===== src/rtl/fifo_rd_ctrl.sv =====
// ---------------------------------------------------------------------------
// fifo_rd_ctrl
//
// Read-side controller for a single-clock FIFO. It waits until a full burst
// of BURST_LEN words is stored, then pops exactly BURST_LEN words with rdreq,
// absorbs the FIFO's one-cycle q latency in a 2-entry output buffer, and hands
// the words downstream over a valid/ready handshake (po_flag / po_ready).
//
// Optional feature (compile-time macro FIFO_RD_TIMEOUT_EN):
//   when defined, a partial burst (0 < usedw < BURST_LEN) that has sat in the
//   FIFO for TIMEOUT_CYC idle cycles is flushed as a shorter burst.
//   When undefined, partial data waits until the threshold is reached.
//
// Ports:
//   sys_clk     in   system clock
//   sys_rst_n   in   asynchronous active-low reset
//   fifo_q      in   FIFO read data, valid the cycle after rdreq
//   fifo_empty  in   FIFO empty flag
//   fifo_full   in   FIFO full flag (usedw wraps to 0 when full)
//   fifo_usedw  in   FIFO occupancy
//   rdreq       out  FIFO read request
//   po_data     out  output word (head of the output buffer)
//   po_flag     out  output valid
//   po_ready    in   downstream accept
//   burst_busy  out  high while a burst is being read
//   burst_done  out  one-cycle pulse at the end of each burst
// ---------------------------------------------------------------------------
module fifo_rd_ctrl #(
  parameter int DATA_W      = 8,
  parameter int ADDR_W      = 8,
  parameter int BURST_LEN   = 16,
  parameter int TIMEOUT_CYC = 1000
) (
  input  logic              sys_clk,
  input  logic              sys_rst_n,
  input  logic [DATA_W-1:0] fifo_q,
  input  logic              fifo_empty,
  input  logic              fifo_full,
  input  logic [ADDR_W-1:0] fifo_usedw,
  output logic              rdreq,
  output logic [DATA_W-1:0] po_data,
  output logic              po_flag,
  input  logic              po_ready,
  output logic              burst_busy,
  output logic              burst_done
);

  // rd_cnt needs one extra bit so BURST_LEN == 2^ADDR_W is representable.
  localparam int              CNT_W     = ADDR_W + 1;
  localparam logic [CNT_W-1:0] BURST_CNT = CNT_W'(BURST_LEN);

  typedef enum logic [1:0] {
    IDLE = 2'd0,
    READ = 2'd1,
    DONE = 2'd2
  } state_t;

  state_t             state_q, state_d;
  logic [CNT_W-1:0]   rd_cnt_q, rd_cnt_d;
  logic               inflight_q;       // rdreq was issued last cycle
  logic [DATA_W-1:0]  buf_q [2];
  logic               wr_ptr_q;
  logic               rd_ptr_q;
  logic [1:0]         occ_q;

  logic               avail;
  logic               pop;
  logic [2:0]         credit_sum;
  logic               credit;
  logic               timeout_hit;

  // usedw wraps to 0 when all 2^ADDR_W words are stored, so full counts too.
  assign avail = fifo_full | ({1'b0, fifo_usedw} >= BURST_CNT);

  assign po_flag = (occ_q != 2'd0);
  assign po_data = buf_q[rd_ptr_q];
  assign pop     = po_flag & po_ready;

  // Entries the buffer will hold once the in-flight word lands and this
  // cycle's pop leaves; one more request is safe only if that is <= 1.
  assign credit_sum = {1'b0, occ_q} + {2'b00, inflight_q} - {2'b00, pop};
  assign credit     = (credit_sum <= 3'd1);

`ifdef FIFO_RD_TIMEOUT_EN
  localparam int TO_W = $clog2(TIMEOUT_CYC + 1);

  logic [TO_W-1:0] idle_cnt_q;
  logic            partial;

  assign partial     = (fifo_usedw != '0) & ({1'b0, fifo_usedw} < BURST_CNT) & ~fifo_full;
  assign timeout_hit = (state_q == IDLE) & partial & (idle_cnt_q == TO_W'(TIMEOUT_CYC - 1));

  always_ff @(posedge sys_clk or negedge sys_rst_n) begin
    if (!sys_rst_n) begin
      idle_cnt_q <= '0;
    end else if ((state_q != IDLE) || (state_d != IDLE) || (fifo_usedw == '0)) begin
      idle_cnt_q <= '0;
    end else if (partial) begin
      idle_cnt_q <= idle_cnt_q + 1'b1;
    end
  end
`else
  assign timeout_hit = 1'b0;
`endif

  // -------------------------------------------------------------------------
  // Burst FSM: next state and outputs
  // -------------------------------------------------------------------------
  always_comb begin
    state_d    = state_q;
    rd_cnt_d   = rd_cnt_q;
    rdreq      = 1'b0;
    burst_busy = 1'b0;
    burst_done = 1'b0;

    case (state_q)
      IDLE: begin
        if (avail) begin
          state_d  = READ;
          rd_cnt_d = BURST_CNT;
        end else if (timeout_hit) begin
          state_d  = READ;
          rd_cnt_d = {1'b0, fifo_usedw};
        end
      end

      READ: begin
        burst_busy = 1'b1;
        rdreq      = (rd_cnt_q != '0) & ~fifo_empty & credit;
        if (rdreq) begin
          rd_cnt_d = rd_cnt_q - 1'b1;
        end
        // Leave only once every requested word has been handed downstream.
        if ((rd_cnt_q == '0) && !inflight_q && (occ_q == 2'd0)) begin
          state_d = DONE;
        end
      end

      DONE: begin
        burst_done = 1'b1;
        state_d    = IDLE;
      end

      default: begin
        state_d = IDLE;
      end
    endcase
  end

  always_ff @(posedge sys_clk or negedge sys_rst_n) begin
    if (!sys_rst_n) begin
      state_q  <= IDLE;
      rd_cnt_q <= '0;
    end else begin
      state_q  <= state_d;
      rd_cnt_q <= rd_cnt_d;
    end
  end

  // -------------------------------------------------------------------------
  // Output buffer: the word requested last cycle is on fifo_q now and is
  // written into the tail entry at the end of this cycle.
  // -------------------------------------------------------------------------
  always_ff @(posedge sys_clk or negedge sys_rst_n) begin
    if (!sys_rst_n) begin
      inflight_q <= 1'b0;
      buf_q[0]   <= '0;
      buf_q[1]   <= '0;
      wr_ptr_q   <= 1'b0;
      rd_ptr_q   <= 1'b0;
      occ_q      <= 2'd0;
    end else begin
      inflight_q <= rdreq;
      if (inflight_q) begin
        buf_q[wr_ptr_q] <= fifo_q;
        wr_ptr_q        <= ~wr_ptr_q;
      end
      if (pop) begin
        rd_ptr_q <= ~rd_ptr_q;
      end
      case ({inflight_q, pop})
        2'b10:   occ_q <= occ_q + 2'd1;
        2'b01:   occ_q <= occ_q - 2'd1;
        default: occ_q <= occ_q;
      endcase
    end
  end

endmodule


===== config.mk =====
export PLATFORM = sky130hd
export DESIGN_NAME = fifo_rd_ctrl
export DESIGN_NICKNAME = d
export VERILOG_FILES = /design/src/rtl/fifo_rd_ctrl.sv
export SDC_FILE = /design/constraint.sdc
export NUM_CORES = 1
export LEC_CHECK = 0
export CORE_MARGIN = 1
export CORE_UTILIZATION = 50
export CTS_CLUSTER_SIZE = 25
export DETAILED_ROUTE_END_ITERATION = 7
export PLACE_DENSITY = 0.88
export REMOVE_ABC_BUFFERS = 1
export SYNTH_ARGS = -nofsm -noshare
export SYNTH_HDL_FRONTEND = slang
export SYNTH_SLANG_ARGS = --single-unit

===== constraint.sdc =====
create_clock -name sys_clk -period 3.7 [get_ports sys_clk]
set_input_delay 0.74 -clock sys_clk [delete_from_list [all_inputs] [get_ports sys_clk]]
set_output_delay 0.74 -clock sys_clk [all_outputs]
set_load 0.01 [all_outputs]

==> results.txt <==
- Clock network latency to the later pin of the worst-skew pair: 0.34 ns
- TritonCTS built the clock tree.
* Setup_tns: 0 ns
- The routed design uses 1715 µm of met2 wire.
- Drt wl/cell: 16.14 µm
* Initial antenna violation count: 0
* Number of warnings reported in the yosys synthesis log: 0
- Area of the core region: 2853 µm²
* Worst EP arrival: 2.63 ns
* Critical path fanouts, max: 2
- Setup repair after global routing left no endpoint under its margin.
- Total setup violations reported at the end of the flow: 0
- For the worst setup path, the data required time is 2.96 ns.
- The tightest hold path in the finished design has a slack of 0.5087 ns.
- After synthesis the netlist holds a flip-flop and latch count of 32.
- Cell row count: 19
- With fillers left out, the area of the finished cells amounts to 2006 µm².
- The final critical path takes up 91.08% of the cycle.
- The worst register-to-register path has a setup slack of 0.90 ns.
- Proportion of power drawn by flip-flops and latches: 39.2%
- H-tree depth reported by CTS: 2
- Wire length of the first global-routing pass: 5540 µm
- For the final database, setup skew stands at 0.007975 ns.
* Remaining number of nets flagged by the antenna check after routing: 0
- Final net count: 193
* Root buf cell: clkbuf_4
* Yosys top cell area share: 51.57%
- IO Port Bufs: 28
- Relative to the synthesized area, the layout overhead comes to 29.17%.
- For this run, the register share of the synthesized area comes to 51.57%.
- The clock network burns 12.8% of the power.
- Length in cells of the worst reg-to-reg path: 9
* Synth Area per Inst: 12.13 µm²
- The design draws 1.650 mW.
- The endpoint identified for the worst register-to-register timing path is rd_cnt_q[3].
- Placed Cells: 189
- Detailed placement HPWL: 2317 µm
* Setup crit start kind: input pin
* Number of clock buffers inserted by TritonCTS: 5
* Internal power component: 1.069 mW
* Class of the tightest hold or removal check: reg2reg
- Die Width: 57.73 µm
- Counting along the longest clock path gives a buffer depth of 2.
- The die is 57.73 µm tall.
- The final hold violation count was 0.
* Largest net degree at the start of global routing: 33
- In the synthesized netlist, the number of instances is 128.
- In this run switching power makes up 35.21% of total power.
- Die outline area: 3332 µm²
- The routed design has 3244 µm of wire.
- At the end of routability-driven placement, the weighted congestion stood at 0.8452.
* Non-Filler Instances: 201
* Remaining max-slew budget at the tightest pin: 49.52%
- Met1 Routed Length: 1326 µm
- The tool flagged a number of max-cap violations equal to 0.
* Clock transition time at the flip-flop clock pins of the worst setup and hold paths: 0.10 ns
- Clock tree synthesis found a total of 32 sinks.
- In this run the critical register-to-register path is launched from occ_q[1].
* Worst hold path endpoint: rd_cnt_q[0]
- Fmax: 296.7 MHz
- After synthesis, the cell types taking the most area are dfrtp_1 (52%), mux2_2 (17%), o31ai_1 (2.4%), inv_1 (1.9%), ha_1 (1.6%).
- The analysis attributes to cell leakage a power of 0.8753 nW.
- The library cell used most frequently in the layout, excluding fill and tap cells, is dfrtp_1.
* Via density per instance: 5.910
- The total overflow left after global routing is 0.
- Initial core utilization: 54.43%
- The number of global-route vias before repair came to 1250.
- Total I/O pin count: 33
- After the first detailed-routing iteration, the DRC count stood at 32.
- DRC errors left: 4
* Highest metal layer with signal wires: met4
- Summing every instance area after synthesis gives 1553 µm².
- The setup path with the least slack is of type in2out.
- Pwr Density: 822.7 nW/µm²
- Violated checks: DRC
- The post-route netlist has 31.76% of its cells at a drive strength greater than 1.
- Placed cell area: 1904 µm²
* Critical path capture point type: output pin
* Clock period minus final worst setup slack: 3.370 ns
- The routed layout has 1188 vias.
- Final count of pins violating max slew: 0
- In this run the power spent charging and discharging nets is 0.5810 mW.
* Startpoint of the lowest-slack hold path: rd_cnt_q[0]
- Part of the total power dissipated in combinational logic: 48.0%
- In the layout the commonest cells are dfrtp_1 (32), clkdlybuf4s50_1 (26), mux2_2 (24).
- Number of antenna repair diodes: 0
- Across every metal layer, demand over resource in global routing totals 22.36%.
* First-pass detailed-route iteration total: 6
- Along the worst hold path, the cell count comes to 1.
- VDD sags by at most 0.0004401 V.
* Slew @ Worst Pin: 0.7557 ns
- Met3 Wirelength: 170 µm
- Cell variety after synth: 38
- The synthesized design spends more area on one cell type than any other, namely dfrtp_1.
- The flow ran to the end, but the final reports show violations.
## logic make-up after synthesis
| kind of cell | share of synthesized area, % |
|---|---|
| and+or+nand+nor | 12.41 |
| buffers and inverters | 3.706 |
| xor gates and xnor gates | 2.257 |
| muxes | 18.05 |
| AOI/OAI and AO/OA | 9.106 |
| DFF | 51.57 |
| adders and majority gates | 2.901 |
## worst max-delay path: stages
cell and delay, ns:
dlymetal6s2s_1 0.13, inv_1 0.09, nor3b_2 0.24, a21o_1 0.13, ha_2 0.16, inv_1 0.05, fa_2 0.52, nand4b_1 0.13
or2_4 0.26, inv_1 0.07, buf_2 0.12
## how the worst max path moves through the flow
stage / start / end
after floorplan: po_ready / rdreq
after global placement: po_ready / rdreq
after detailed placement: po_ready / rdreq
after CTS: po_ready / rdreq
after global routing: po_ready / rdreq
final: po_ready / rdreq
## per-layer routing
layer | GRT usage (%) | up-vias
li1 | - | 551
met1 | 24.67 | 595
met2 | 40.20 | 38
met3 | 8.259 | 4
met4 | 6.803 | 0
met5 | 0 | -
## power by group through the flow
stage	logic [mW]	registers (mW)	clock network (mW)
after floorplan	0.477	0.606	0
after global placement	0.741	0.628	0
final	0.793	0.646	0.211
after CTS	0.790	0.646	0.215
after global routing	0.859	0.668	0.238
after detailed placement	0.778	0.652	0
## registers in the layout, summed over array words and instances, names as in the netlist
name	cells
buf_q	16
inflight_q	1
occ_q	2
rd_cnt_q	9
rd_ptr_q	1
state_q	2
wr_ptr_q	1
## synth_stat cells, drive strengths merged
cell and n:
a211o 1, a211oi 2, a21o 1, a21oi 3
and2 1, and4 1, buf 2, clkbuf 4
dfrtp 32, fa 1, ha 2, inv 8
mux2 24, mux2i 1, nand2 3, nand2b 2
nand3 2, nand4b 1, nor2 2, nor2b 2
nor3 1, nor3b 2, nor4 3, o211a 1
o21ai 3, o221ai 1, o22ai 1, o311ai 2
o31ai 5, or2 2, or3 3, or3b 1
or4 4, xnor2 2, xor2 2
## through the flow
stage,setup slack [ns],util [%]
floorplan,0.2374,-
global placement,-0.4251,66.75
detailed placement,-0.5535,66.75
CTS,0.01667,69.69
global route,0.2193,70.31
finish,0.3299,70.31
## final cells by class
class	count	area, µm²
inverters	8	30.03
repair buffers	40	367.9
flip-flops and latches	32	800.8
fillers	212	847.1
clock inverters	2	10.01
multi-input cells	82	706.9
well taps	31	38.79
clock buffers	6	51.30
## what timing repair did
item                                    4_1_cts  5_1_grt
setup buffers                                 2        2
pin swaps                                     4        1
cloned                                        0        0
endpoints found under the setup margin        1        1
gates resized for setup                       8        1
hold buffers                                  0        0
Note: power is estimated with default switching activity, not from simulation.
